<file path="src/rtl/uart_tx_pkg.sv">
// Shared UART definitions: data width, FSM encodings and the baud divider helper.
// The receiver imports the same package so both ends agree on the divider.
package uart_tx_pkg;
    localparam int UART_DATA_BITS = 8;

    localparam logic [1:0] ST_IDLE  = 2'd0;
    localparam logic [1:0] ST_START = 2'd1;
    localparam logic [1:0] ST_DATA  = 2'd2;
    localparam logic [1:0] ST_STOP  = 2'd3;

    function automatic int uart_bit_cycles(input int clk_freq, input int baud);
        return clk_freq / baud;
    endfunction
endpackage

</file>
<file path="src/rtl/uart_tx_sync_fifo.sv">
// Single-clock circular FIFO with occupancy count; power-of-two depth so pointers wrap freely.
module sync_fifo #(
    parameter int WIDTH = 8,
    parameter int DEPTH = 4
) (
    input  logic                     clk_i,
    input  logic                     rst_i,
    input  logic                     push_i,
    input  logic [WIDTH-1:0]         wdata_i,
    input  logic                     pop_i,
    output logic [WIDTH-1:0]         rdata_o,
    output logic                     full_o,
    output logic                     empty_o,
    output logic [$clog2(DEPTH):0]   level_o
);
    localparam int AW = $clog2(DEPTH);

    logic [WIDTH-1:0] mem_q [DEPTH];
    logic [AW-1:0]    wr_ptr_q, rd_ptr_q;
    logic [AW:0]      count_q, count_d;
    logic             do_push_s, do_pop_s;

    // A push is refused while full even if a pop happens in the same cycle.
    assign do_push_s = push_i && !full_o;
    assign do_pop_s  = pop_i && !empty_o;
    assign full_o    = (count_q == (AW+1)'(DEPTH));
    assign empty_o   = (count_q == (AW+1)'(0));
    assign level_o   = count_q;
    assign rdata_o   = mem_q[rd_ptr_q];

    // Occupancy next-state.
    always_comb begin
        count_d = count_q;
        case ({do_push_s, do_pop_s})
            2'b10:   count_d = count_q + (AW+1)'(1);
            2'b01:   count_d = count_q - (AW+1)'(1);
            default: count_d = count_q;
        endcase
    end

    // Pointer and count registers.
    always_ff @(posedge clk_i or posedge rst_i) begin
        if (rst_i) begin
            wr_ptr_q <= AW'(0);
            rd_ptr_q <= AW'(0);
            count_q  <= (AW+1)'(0);
        end else begin
            if (do_push_s) wr_ptr_q <= wr_ptr_q + AW'(1);
            if (do_pop_s)  rd_ptr_q <= rd_ptr_q + AW'(1);
            count_q <= count_d;
        end
    end

    // Storage array.
    always_ff @(posedge clk_i) begin
        if (do_push_s) mem_q[wr_ptr_q] <= wdata_i;
    end
endmodule

</file>
<file path="src/rtl/uart_tx.sv">
// 8N1 UART transmitter, LSB first, fed through a small FIFO; frames go out back-to-back
// while bytes remain queued.
module uart_tx
    import uart_tx_pkg::*;
#(
    parameter int CLK_FREQ   = 12_000_000,
    parameter int BAUD       = 115_200,
    parameter int FIFO_DEPTH = 4
) (
    input  logic                          CLK_IN,
    input  logic                          RST_IN,
    input  logic [7:0]                    DATA_i,
    input  logic                          VALID_i,
    output logic                          READY_o,
    output logic                          UART_TX_o,
    output logic                          BUSY_o,
    output logic [$clog2(FIFO_DEPTH):0]   LEVEL_o
);
    localparam int BIT_CYCLES = uart_bit_cycles(CLK_FREQ, BAUD);
    localparam int CNT_W      = (BIT_CYCLES > 1) ? $clog2(BIT_CYCLES) : 1;
    localparam logic [CNT_W-1:0] BAUD_LAST = CNT_W'(BIT_CYCLES - 1);

    logic [1:0]                state_q, state_d;
    logic [CNT_W-1:0]          baud_q, baud_d;
    logic [2:0]                bit_q, bit_d;
    logic [UART_DATA_BITS-1:0] shift_q, shift_d;
    logic                      tx_q, tx_d;
    logic                      pop_s, baud_last_s;
    logic [UART_DATA_BITS-1:0] fifo_rdata_s;
    logic                      fifo_full_s, fifo_empty_s;

    sync_fifo #(
        .WIDTH (UART_DATA_BITS),
        .DEPTH (FIFO_DEPTH)
    ) u_fifo (
        .clk_i   (CLK_IN),
        .rst_i   (RST_IN),
        .push_i  (VALID_i),
        .wdata_i (DATA_i),
        .pop_i   (pop_s),
        .rdata_o (fifo_rdata_s),
        .full_o  (fifo_full_s),
        .empty_o (fifo_empty_s),
        .level_o (LEVEL_o)
    );

    assign READY_o     = !fifo_full_s;
    assign UART_TX_o   = tx_q;
    assign BUSY_o      = (state_q != ST_IDLE) || !fifo_empty_s;
    assign baud_last_s = (baud_q == BAUD_LAST);

    // Frame sequencer; the line value for the next bit is computed at each bit boundary.
    always_comb begin
        state_d = state_q;
        baud_d  = baud_q;
        bit_d   = bit_q;
        shift_d = shift_q;
        tx_d    = tx_q;
        pop_s   = 1'b0;
        case (state_q)
            ST_IDLE: begin
                baud_d = CNT_W'(0);
                if (!fifo_empty_s) begin
                    pop_s   = 1'b1;
                    shift_d = fifo_rdata_s;
                    bit_d   = 3'd0;
                    tx_d    = 1'b0;
                    state_d = ST_START;
                end else begin
                    tx_d    = 1'b1;
                    state_d = ST_IDLE;
                end
            end
            ST_START: begin
                if (baud_last_s) begin
                    baud_d  = CNT_W'(0);
                    tx_d    = shift_q[0];
                    state_d = ST_DATA;
                end else begin
                    baud_d  = baud_q + CNT_W'(1);
                end
            end
            ST_DATA: begin
                if (baud_last_s) begin
                    baud_d = CNT_W'(0);
                    bit_d  = bit_q + 3'd1;
                    if (bit_q == 3'd7) begin
                        tx_d    = 1'b1;
                        state_d = ST_STOP;
                    end else begin
                        shift_d = {1'b0, shift_q[UART_DATA_BITS-1:1]};
                        tx_d    = shift_q[1];
                    end
                end else begin
                    baud_d = baud_q + CNT_W'(1);
                end
            end
            ST_STOP: begin
                if (baud_last_s) begin
                    baud_d = CNT_W'(0);
                    if (!fifo_empty_s) begin
                        pop_s   = 1'b1;
                        shift_d = fifo_rdata_s;
                        bit_d   = 3'd0;
                        tx_d    = 1'b0;
                        state_d = ST_START;
                    end else begin
                        tx_d    = 1'b1;
                        state_d = ST_IDLE;
                    end
                end else begin
                    baud_d = baud_q + CNT_W'(1);
                end
            end
            default: begin
                baud_d  = CNT_W'(0);
                tx_d    = 1'b1;
                state_d = ST_IDLE;
            end
        endcase
    end

    // Sequencer state and registered line output; reset drives the line high at once.
    always_ff @(posedge CLK_IN or posedge RST_IN) begin
        if (RST_IN) begin
            state_q <= ST_IDLE;
            baud_q  <= CNT_W'(0);
            bit_q   <= 3'd0;
            shift_q <= 8'h00;
            tx_q    <= 1'b1;
        end else begin
            state_q <= state_d;
            baud_q  <= baud_d;
            bit_q   <= bit_d;
            shift_q <= shift_d;
            tx_q    <= tx_d;
        end
    end
endmodule

</file>
<file path="config.mk">
export PLATFORM = sky130hd
export DESIGN_NAME = uart_tx
export DESIGN_NICKNAME = d
export VERILOG_FILES = /design/src/rtl/uart_tx_pkg.sv /design/src/rtl/uart_tx_sync_fifo.sv /design/src/rtl/uart_tx.sv
export SDC_FILE = /design/constraint.sdc
export NUM_CORES = 1
export LEC_CHECK = 0
export BUFFER_PORTS_ARGS = -buffer_cell sky130_fd_sc_hd__clkbuf_2
export CAP_MARGIN = 5
export CORE_MARGIN = 8
export CORE_UTILIZATION = 40
export DETAILED_ROUTE_END_ITERATION = 10
export SETUP_SLACK_MARGIN = 0.15
export SYNTH_ARGS = -nofsm -noshare
export SYNTH_HDL_FRONTEND = slang
export SYNTH_SLANG_ARGS = --single-unit
</file>
<file path="constraint.sdc">
create_clock -name CLK_IN -period 2.9 [get_ports CLK_IN]
set_input_delay 0.58 -clock CLK_IN [delete_from_list [all_inputs] [get_ports CLK_IN]]
set_output_delay 0.58 -clock CLK_IN [all_outputs]
set_load 0.05 [all_outputs]
</file>
==> results.sh <==
export IMPL_status="finished, final reports clean"
export IMPL_final_nets=242
export IMPL_leakagePower_nw=1.285
export IMPL_hold_class="input pin to asynchronous set/reset pin"
export IMPL_finalMaxSlewViolations=0
export IMPL_syn_area_um2=2734
export IMPL_arrival_ns=2.75
export IMPL_grt_pass1_wl_mm=8.052
export IMPL_drtAntennaViolNets=0
export IMPL_fmax_ghz=0.4015
export IMPL_power_density_nw_per_um2=721.5
export IMPL_ys_ff_latch=60
export IMPL_routed_wl_mm=4.549
export IMPL_path_cells="ha_1, and3_1, a31oi_1, nor3_1, ha_1, inv_1, fa_1, xor2_1, nor2_1, xor2_1"
export IMPL_syn_to_final_growth_pct=13.55
export IMPL_rows=30
export IMPL_path_class="flip-flop to flip-flop"
export IMPL_startpoint_type="flip-flop"
export IMPL_dp_hpwl_mm=3.201
export IMPL_peakVddDrop_mv=0.5652
export IMPL_worst_slew_pin_slew_ns=0.5959
export IMPL_worstPathRequired_ns=3.16
export IMPL_syn_nets=219
export IMPL_cts_buffers=9
export IMPL_groute_usage_overall=0.1046
export IMPL_cts_tree="done"
export IMPL_initialDrtViolationCount=57
export IMPL_clock_latency_ns=0.34
export IMPL_cts_resized=0
export IMPL_n_antenna_cell=0
export IMPL_firstDrtPassIters=4
export IMPL_post_drt_wl_per_cell_um=15.06
export IMPL_setup_viol=0
export IMPL_cts_htree_levels=3
export IMPL_die_area_um2=9736
export IMPL_yosysUniqueCellTypes=35
export IMPL_worstPathMaxFanout=5
export IMPL_timing_hold_ws_ns=0.2787
export IMPL_rsz0062_at_grt="false"
export IMPL_drive_gt1_frac=0.2658
export IMPL_fin_worst_skew_ns=0.006917
export IMPL_ios=17
export IMPL_drc_errors=0
export IMPL_grt_start_max_net_pins=29
export IMPL_gp_congestion=0.7477
export IMPL_tns_ns=0
export IMPL_dp_cells=286
export IMPL_grt_antenna_before_repair=0
export IMPL_drv_cap=0
export IMPL_holdBufCountCts=0
export IMPL_ys_warnings_count=0
export IMPL_dieHeight_um=98.67
export IMPL_period_minus_slack_ns=2.491
export IMPL_clk_path_buf_depth=2
export IMPL_syn_inst=194
export IMPL_max_stage_delay_ns=0.38
export IMPL_period_share=0.8589
export IMPL_p_total_w=0.002240
export IMPL_via_per_inst=5.099
export IMPL_hold_viol=0
export IMPL_core_area_um2=6719
export IMPL_cts_root_buf="clkbuf_8"
export IMPL_die_w_um=98.67
export IMPL_clock_sinks=60
export IMPL_cts_clk_slew_worst_paths_ns=0.07
export IMPL_overflow=0
export IMPL_fin_cells=302
export IMPL_relSlewSlack=0.6014
export IMPL_start_util=0.4069
export IMPL_cts_setup_buffers=0
export IMPL_nFillCells=589
export IMPL_cp_slowest_cell="dfrtp_1"
export IMPL_portBuffers=16
export IMPL_cp_end_kind="flip-flop"
export IMPL_num_vias=1540
export IMPL_avgSynthCellArea_um2=14.09
export IMPL_first_global_vias=1628
export IMPL_ys_seq_area_frac=0.6082
-- sequential cells by signal (all words and copies together), names as in the netlist --
name / cells
UART_TX_o: 1
baud_q: 7
bit_q: 3
shift_q: 8
state_q: 2
u_fifo.level_o: 3
u_fifo.mem_q: 32
u_fifo.rd_ptr_q: 2
u_fifo.wr_ptr_q: 2
-- worst max-delay path, delay by kind of cell, from the launching register on --
family,cells,cell delay (ns)
adder cells (fa/ha/maj),3,0.85
AND/OR/NAND/NOR,3,0.68
flip-flops,1,0.38
XOR/XNOR,2,0.31
AO/OA/AOI/OAI,1,0.14
buffers and inverters,1,0.07
-- cells in the mapped netlist, drive strengths merged --
| cell type | instances | area (um2) |
|---|---|---|
| mux4 | 8 | 180.2 |
| o2bb2ai | 1 | 8.760 |
| xnor2 | 4 | 35.03 |
| a31oi | 2 | 12.51 |
| nor3 | 5 | 25.02 |
| dfrtp | 27 | 675.7 |
| inv | 11 | 41.29 |
| nor3b | 4 | 41.29 |
| and3b | 1 | 8.760 |
| a22o | 2 | 17.52 |
| o21ai | 5 | 25.02 |
| buf | 3 | 13.76 |
| and2b | 1 | 8.760 |
| a21oi | 5 | 25.02 |
| mux2i | 2 | 20.02 |
| ha | 13 | 162.7 |
| o41ai | 1 | 27.53 |
| nor2 | 7 | 26.28 |
| edfxtp | 32 | 960.9 |
| a21boi | 1 | 11.26 |
| mux2 | 11 | 123.9 |
| nand3 | 4 | 20.02 |
| fa | 1 | 20.02 |
| nand4 | 1 | 6.260 |
| nor2b | 1 | 6.260 |
| dfstp | 1 | 26.28 |
| xor2 | 6 | 52.55 |
| clkbuf | 3 | 11.26 |
| and3 | 6 | 37.54 |
| nand2 | 22 | 82.58 |
| o22ai | 1 | 6.260 |
| and2 | 2 | 13.77 |
-- per-stage QoR --
stage / instance area (um2) / util / worst slack [ns]
finish: 3104 / 0.4620 / 0.4091
detailed placement: 2904 / 0.4322 / 0.4457
CTS: 3104 / 0.4620 / 0.4046
global placement: 2904 / 0.4322 / 0.5116
global route: 3104 / 0.4620 / 0.2037
floorplan: 2734 / - / 0.1849
-- per-layer routing --
layer / wire, um / GRT usage / up-vias
met5: 0 / 0 / -
met4: 68 / 0.04604 / 0
met3: 133 / 0.03453 / 7
met2: 2227 / 0.1654 / 19
met1: 2120 / 0.1272 / 767
li1: - / - / 747
-- logic make-up (layout without fill, tap and decap cells) --
logic type / Yosys count / count (layout) / synth area share
and+or+nand+nor: 54 / 54 / 0.1012
xor gates and xnor gates: 10 / 10 / 0.03204
buffers and inverters: 17 / 45 / 0.02425
muxes: 21 / 21 / 0.1185
adders and majority gates: 14 / 14 / 0.06682
AOI/OAI and AO/OA: 18 / 18 / 0.04897
DFF: 60 / 60 / 0.6082
-- power breakdown --
part           total [W]  switching, W  internal [W]
clock           0.000746      0.000346      0.000400
combinational   0.000404      0.000270      0.000133
sequential       0.00109     0.0000531       0.00104
-- worst paths after layout --
check                      cells past startpoint  slack, ns                       endpoint                start
max in group asynchronous                      3       2.32          UART_TX_o$_DFFE_PP1P_               RST_IN
hold / removal                                 3       0.28           bit_q[2]$_DFFE_PP0P_               RST_IN
setup / recovery                              10       0.41  u_fifo.level_o[2]$_DFFE_PP0P_  baud_q[0]$_DFF_PP0_
min in group CLK_IN                            1       0.46   u_fifo.mem_q[3][0]$_DFFE_PP_            DATA_i[0]
setup reg to reg                              10       0.41  u_fifo.level_o[2]$_DFFE_PP0P_  baud_q[0]$_DFF_PP0_
hold reg to reg                                1       0.48            baud_q[0]$_DFF_PP0_  baud_q[0]$_DFF_PP0_
-- cell type report --
| cell class | count | area (um2) | share of cell area |
|---|---|---|---|
| Clock buffer | 9 | 123.9 | 0.03990 |
| Inverter | 11 | 41.29 | 0.01330 |
| Timing Repair Buffer | 18 | 95.09 | 0.03063 |
| Multi-Input combinational cell | 117 | 1005 | 0.3237 |
| Sequential cell | 60 | 1663 | 0.5357 |
| Tap cell | 80 | 100.1 | 0.03225 |
| Clock inverter | 7 | 76.32 | 0.02459 |
-- cells in the final DEF, fill, tap and decap left out, types with 3 or more instances in the layout --
cell	count
a21oi_1	5
and3_1	6
clkbuf_2	16
clkbuf_8	9
dfrtp_1	27
edfxtp_1	32
ha_1	13
inv_1	11
mux2_2	11
mux4_2	8
nand2_1	22
nand3_1	4
nor2_1	7
nor3_1	5
nor3b_1	3
o21ai_0	5
xnor2_1	4
xor2_1	6
Power figures use the tool's default switching activity.
